==> config.mk <==
export PLATFORM = sky130hd
export DESIGN_NAME = cic_dec_iq
export DESIGN_NICKNAME = d
export VERILOG_FILES = /design/src/rtl/cic_dec_iq_pkg.sv /design/src/rtl/cic_rail.sv /design/src/rtl/sat.sv /design/src/rtl/cic_dec_iq.sv
export SDC_FILE = /design/constraint.sdc
export NUM_CORES = 2
export LEC_CHECK = 0
export CAP_MARGIN = 0
export CORE_MARGIN = 1.5
export CORE_UTILIZATION = 30
export DETAILED_ROUTE_END_ITERATION = 7
export MAX_ROUTING_LAYER = met4
export PLACE_DENSITY = 0.49
export SLEW_MARGIN = 10
export SYNTH_ARGS = -nofsm -noshare
export SYNTH_HDL_FRONTEND = slang
export SYNTH_SLANG_ARGS = --single-unit
export TNS_END_PERCENT = 5
==> constraint.sdc <==
create_clock -name clk -period 9.2 [get_ports clk]
set_clock_uncertainty 0.15 [all_clocks]
set_input_delay 1.84 -clock clk [delete_from_list [all_inputs] [get_ports clk]]
set_output_delay 1.84 -clock clk [all_outputs]
set_load 0.1 [all_outputs]
==> src/rtl/cic_dec_iq_pkg.sv <==
// Shared configuration helpers for the I/Q CIC decimator: internal width,
// rounding-constant position and legal parameter ranges.
package cic_dec_iq_pkg;

  localparam int NSTG_MIN = 1;
  localparam int NSTG_MAX = 6;
  localparam int RSZ_MIN  = 1;

  function automatic int calc_asz(input int isz, input int nstg, input int rsz);
    return isz + nstg * rsz;
  endfunction

  // Bit position of the half-LSB added before dropping the R^nstg gain bits.
  function automatic int rnd_pos(input int nstg, input int rsz);
    return nstg * rsz - 1;
  endfunction

  function automatic bit cfg_ok(input int nstg, input int rsz);
    return (nstg >= NSTG_MIN) && (nstg <= NSTG_MAX) && (rsz >= RSZ_MIN);
  endfunction

endpackage

==> src/rtl/cic_rail.sv <==
// One CIC rail: registered integrator chain, strobe-driven comb pipeline and
// round-half-up removal of the R^nstg gain (one extra bit kept for the carry).
module cic_rail
  import cic_dec_iq_pkg::*;
#(
  parameter int isz  = 16,
  parameter int nstg = 4,
  parameter int rsz  = 5
) (
  input  logic                   clk,
  input  logic                   reset,
  input  logic                   ena,
  input  logic [nstg-1:0]        stb,
  input  logic signed [isz-1:0]  din,
  output logic [isz:0]           dout
);

  localparam int asz  = calc_asz(isz, nstg, rsz);
  localparam int rpos = rnd_pos(nstg, rsz);

  logic [asz-1:0] integ_q    [nstg];
  logic [asz-1:0] integ_d    [nstg];
  logic [asz-1:0] comb_x     [nstg];
  logic [asz-1:0] comb_y_q   [nstg];
  logic [asz-1:0] comb_y_d   [nstg];
  logic [asz-1:0] comb_dly_q [nstg];
  logic [asz-1:0] comb_dly_d [nstg];
  logic [asz:0]   rnd_sum;
  logic           unused_rnd;

  // Every integrator adds its predecessor's pre-update value; wrap is intended.
  always_comb begin
    for (int k = 0; k < nstg; k++) integ_d[k] = integ_q[k];
    if (ena) begin
      integ_d[0] = integ_q[0] + asz'(din);
      for (int k = 1; k < nstg; k++) integ_d[k] = integ_q[k] + integ_q[k-1];
    end
  end

  always_comb begin
    comb_x[0] = integ_q[nstg-1];
    for (int k = 1; k < nstg; k++) comb_x[k] = comb_y_q[k-1];
    for (int k = 0; k < nstg; k++) begin
      comb_y_d[k]   = comb_y_q[k];
      comb_dly_d[k] = comb_dly_q[k];
      if (stb[k]) begin
        comb_y_d[k]   = comb_x[k] - comb_dly_q[k];
        comb_dly_d[k] = comb_x[k];
      end
    end
  end

  always_ff @(posedge clk) begin
    if (!reset) begin
      for (int k = 0; k < nstg; k++) begin
        integ_q[k]    <= '0;
        comb_y_q[k]   <= '0;
        comb_dly_q[k] <= '0;
      end
    end else begin
      for (int k = 0; k < nstg; k++) begin
        integ_q[k]    <= integ_d[k];
        comb_y_q[k]   <= comb_y_d[k];
        comb_dly_q[k] <= comb_dly_d[k];
      end
    end
  end

  assign rnd_sum    = {comb_y_q[nstg-1][asz-1], comb_y_q[nstg-1]} + ((asz+1)'(1) << rpos);
  assign dout       = rnd_sum[asz:rpos+1];
  assign unused_rnd = ^rnd_sum[rpos:0];

endmodule

==> src/rtl/sat.sv <==
// Signed width reducer: clamps an iw-bit two's-complement value into ow bits,
// or sign-extends when the output is at least as wide.
module sat #(
  parameter int iw = 17,
  parameter int ow = 16
) (
  input  logic [iw-1:0] din,
  output logic [ow-1:0] dout
);

  if (ow >= iw) begin : g_ext
    assign dout = ow'($signed(din));
  end else begin : g_clip
    logic over;

    // Dropped bits must all equal the kept sign bit, otherwise clamp by sign.
    assign over = (din[iw-1:ow-1] != {(iw-ow+1){din[iw-1]}});
    assign dout = !over    ? din[ow-1:0] :
                  din[iw-1] ? {1'b1, {(ow-1){1'b0}}} :
                              {1'b0, {(ow-1){1'b1}}};
  end

endmodule

==> src/rtl/cic_dec_iq.sv <==
// I/Q CIC decimator by R = 2^rsz with unity DC gain; shares one decimation
// counter and strobe pipe between the two rails.
module cic_dec_iq
  import cic_dec_iq_pkg::*;
#(
  parameter int isz  = 16,
  parameter int osz  = 16,
  parameter int nstg = 4,
  parameter int rsz  = 5
) (
  input  logic                  clk,
  input  logic                  reset,
  input  logic                  ena,
  input  logic signed [isz-1:0] iin,
  input  logic signed [isz-1:0] qin,
  output logic                  valid,
  output logic signed [osz-1:0] iout,
  output logic signed [osz-1:0] qout
);

  if (!cfg_ok(nstg, rsz)) begin : g_cfg_err
    $error("cic_dec_iq: nstg must be in 1..6 and rsz must be >= 1");
  end

  logic [rsz-1:0] cnt_q, cnt_d;
  logic [nstg:0]  stb_q, stb_d;
  logic           valid_q, valid_d;
  logic [osz-1:0] iout_q, iout_d;
  logic [osz-1:0] qout_q, qout_d;
  logic [isz:0]   irnd, qrnd;
  logic [osz-1:0] isat, qsat;

  // stb_q[k] enables comb stage k; stb_q[nstg] loads the output registers.
  always_comb begin
    cnt_d = cnt_q;
    stb_d = {stb_q[nstg-1:0], 1'b0};
    if (ena) begin
      cnt_d    = cnt_q + rsz'(1);
      stb_d[0] = &cnt_q;
    end
    valid_d = stb_q[nstg];
    iout_d  = stb_q[nstg] ? isat : iout_q;
    qout_d  = stb_q[nstg] ? qsat : qout_q;
  end

  always_ff @(posedge clk) begin
    if (!reset) begin
      cnt_q   <= '0;
      stb_q   <= '0;
      valid_q <= 1'b0;
      iout_q  <= '0;
      qout_q  <= '0;
    end else begin
      cnt_q   <= cnt_d;
      stb_q   <= stb_d;
      valid_q <= valid_d;
      iout_q  <= iout_d;
      qout_q  <= qout_d;
    end
  end

  cic_rail #(.isz(isz), .nstg(nstg), .rsz(rsz)) u_rail_i (
    .clk   (clk),
    .reset (reset),
    .ena   (ena),
    .stb   (stb_q[nstg-1:0]),
    .din   (iin),
    .dout  (irnd)
  );

  cic_rail #(.isz(isz), .nstg(nstg), .rsz(rsz)) u_rail_q (
    .clk   (clk),
    .reset (reset),
    .ena   (ena),
    .stb   (stb_q[nstg-1:0]),
    .din   (qin),
    .dout  (qrnd)
  );

  sat #(.iw(isz+1), .ow(osz)) u_sat_i (.din(irnd), .dout(isat));
  sat #(.iw(isz+1), .ow(osz)) u_sat_q (.din(qrnd), .dout(qsat));

  assign valid = valid_q;
  assign iout  = iout_q;
  assign qout  = qout_q;

endmodule

==> results.md <==
* Endpoints failing setup at 0
* Worst path required time at 9.62 ns
* Vias per std cell at a little under 5
* TritonCTS Buffers at approximately 110
* Outcome: finished, final reports clean
* Peak supply drop at about 0.13 mV
* Crit path arrival time at ~5.4 ns
* Gr ovfl total at 0
* Slew Limit Fails at 0
* Cell Pwr Density at 165 nW/um2
* Worst path cell trace: clkdlybuf4s50_1, ha_1, a21oi_1, inv_1, a31oi_1, a31oi_1, a311oi_1, o21ai_1, a221oi_1, xor2_1, o21ai_1
* Cell-internal power at around 7.5 mW
* I/O pin count at 68
* Antenna fix cells at 0
* Final period util at ~54%
* Static Leak at 27.4 nW
* Worst path slowest cell: clkdlybuf4s50_1
* Rows at 161
* CTS root buffer: clkbuf_16
* Sequential power share at 38.3%
* Sw power at 3.20 mW
* Crit-path max FO at 22
* Deepest clock path buffer count at 3
* Most Used Layer, Global Route: met2
* Min Tclk post-route at 4.97 ns
* Skew-Pair Late Insertion Delay at 0.73 ns
* Worst Hold Class: register to register
* Post-Route WL at 139 mm
* Cell Area, Synth at 58400 um2
* Biggest area consumer among synthesized cells: dfxtp_1
* RSZ-0062 raised after global routing: no
* GR Util met2 at 21.7%
* DR iter-0 viols at 1725
* CORE AREA at just under 200000 um2
* Slew margin rel. at 27.7%
* Placer congestion estimate at 0.843
* Area post-placement at a little over 60000 um2
* Final Hold Fails at 0
* Startpoint types: primary input
* Worst-path clk slew at 0.06 ns
* Post CTS Setup Buffer Count at 0
* Post-cts gate resize count at 0
* Register bit total from synthesis at 869
* Async SR Flop Fraction at 0%
* Critical setup path kind: primary input to register
* Final std cell area, no fill at 65200 um2
* Final #Nets at 7652
* Initial Util at between 30% and 40%
* Max_cap viols at 0
* Syn_nets at slightly below 8000
* Cts hold-fix bufs at 0
* Via count at 47319
* CTS tree: yes
* Synth Warn # at 0
* Vias in the first global route at 45580
* Layout cells sized above 1 at 4.09%
* Crit. End Element: register
* Worst-Margin Slew at 1.08 ns
* Initial antenna violation count at 0
* Largest cells by area after synthesis: dfxtp_1 30%, ha_1 12%, mux2i_1 8.8%
* Worst Hold Slack at 0.320 ns
* Post-synth EDFFs at 0
* Antenna-violating nets left at 0
* Met3 usage at 1.65%
* Total Power at 10.7 mW
* Combinational Power Share at 19.9%
* Area Overhead vs Synth at 11.7%
* Hpwl dp at 101 mm
* Yosys cell types at 94
* GRT Overall Usage at 14.2%
* Chip Width at 444 um
* PortBufs at 67
* First-pass GRT wire length at 234 mm
* Worst path max stage delay at 0.93 ns
* Largest net degree at the start of global routing at 218
* H-tree depth at 3
* Setup TNS at 0 ns
* Fillers at 20249
* First drt pass iteration count at 5
* Die ar. at about 200000 um2
* Ys flop type: dfxtp_1
* Met1 GRT Util at between 15 and 20%
* Max Freq at 201 MHz
* Syn Inst Count at about 7100
* DRC viols at 0
* Sw Ratio at 29.8%
* Clock power frac at 41.9%
* Share of Yosys cell area claimed by the top area cell type at 29.8%
* Clk sinks at 869
* Synth Area per Inst at 8.19 um2
* Post-DR wirelength/cell at between 10 and 15 um
* Die height at 444 um
* Post-synthesis sequential area ratio at 29.8%
## synthesized netlist by cell type, drive strengths merged (12+ instances only)
library cell and number:
o211ai 39, a311oi 14, o2111ai 18, inv 412
nand4b 12, dfxtp 869, and4 24, nand2 446
or2 15, ha 562, a221o 17, nand4 77
a22o 14, xnor2 285, a2111oi 21, mux2i 511
nor3 96, nor4 12, a211o 18, a31oi 72
clkbuf 264, nand2b 64, and2 38, nand3 170
a211oi 100, a221oi 13, o31ai 27, nand3b 13
a31o 29, xor2 162, a21oi 552, fa 14
nor2 916, a21o 303, a21boi 21, buf 33
and3 73, or3 29, o21ai 417, o21bai 69
o21a 77, nor2b 71
## cells by family after synthesis
group                      share of synthesized area (%)
buffers and inverters                               4.57
muxes                                               8.78
and+or+nand+nor                                     16.2
xor gates and xnor gates                            6.70
adders and majority gates                           12.5
DFF                                                 29.8
AOI/OAI and AO/OA                                   21.5
## layout by cell type (no fill, tap or decap), types with 29 or more instances in the layout
master / Yosys / routed
buf_4: 0 / 31
o21ai_0: 317 / 317
a21o_1: 303 / 303
or3_1: 29 / 29
nand2_1: 446 / 445
nor3_1: 96 / 96
a21oi_1: 548 / 548
a31oi_1: 70 / 70
o21ai_1: 100 / 100
ha_1: 562 / 562
nor2_1: 916 / 914
a211oi_1: 97 / 97
and2_1: 36 / 36
nand2b_1: 64 / 64
nand3_1: 170 / 170
dfxtp_1: 869 / 865
inv_1: 412 / 410
and3_1: 73 / 73
clkbuf_16: 0 / 108
mux2i_1: 511 / 511
clkdlybuf4s50_1: 0 / 65
xor2_1: 162 / 162
xnor2_1: 285 / 285
o21a_1: 77 / 77
nand4_1: 77 / 77
nor2b_1: 71 / 71
o21bai_1: 69 / 69
o211ai_1: 39 / 39
## power by group through the flow
stage / sequential, mW / combinational (mW) / clock (mW)
final: 4.11 / 2.14 / 4.50
after global routing: 4.13 / 2.40 / 4.80
after CTS: 4.11 / 2.14 / 4.67
after detailed placement: 4.19 / 2.13 / 0
after global placement: 4.19 / 2.12 / 0
after floorplan: 4.09 / 1.73 / 0
## area by class of cell
type	count	area, um2	area share [%]
Clock buffer	154	3150	4.82
Clock inverter	47	656	1.01
Inverter	413	1560	2.39
Multi-Input combinational cell	5551	38300	58.8
Sequential cell	869	17400	26.7
Tap cell	2526	3160	4.85
Timing Repair Buffer	99	930	1.43
## path summary, 6_finish.rpt
path	from	to	slack, ns	cells after the start
setup / recovery	iin[15]	u_rail_i.integ_q[0][32]	4.23	11
setup reg to reg	u_rail_q.integ_q[0][108]	u_rail_q.comb_y_q[0][34]	5.26	13
hold / removal	qout[15]	qout[15]	0.32	2
hold reg to reg	qout[15]	qout[15]	0.32	2
## state kept, by name, indices dropped and copies added (netlist names), 5 cells and up
register             flops
u_rail_i.comb_dly_q    144
u_rail_i.integ_q       144
u_rail_q.comb_dly_q    144
u_rail_q.integ_q       144
u_rail_i.comb_y_q      125
u_rail_q.comb_y_q      125
iout                    16
qout                    16
cnt_q                    5
stb_q                    5
## per-layer routing
metal	wire length, um	up-vias
met5	0	-
met4	3560	0
met3	3640	232
met2	58300	542
met1	73800	21200
li1	-	25345
## metrics by stage
| step | util (%) | std cells | setup WS [ns] |
|---|---|---|---|
| 2_1_floorplan | - | 7130 | 4.53 |
| 4_1_cts | 33.8 | 9659 | 4.30 |
| 6_report | 33.8 | 9659 | 4.23 |
| 5_1_grt | 33.8 | 9659 | 3.95 |
| 3_5_place_dp | 31.8 | 9458 | 3.50 |
| 3_3_place_gp | 31.8 | 9458 | 3.46 |
## critical path, delay by kind of cell
family          cells  cell delay (ns)
compound gates      7             1.75
buf+inv             2             1.00
fa+ha+maj           1             0.63
xor+xnor            1             0.18
(Power assumes the default switching activity.)
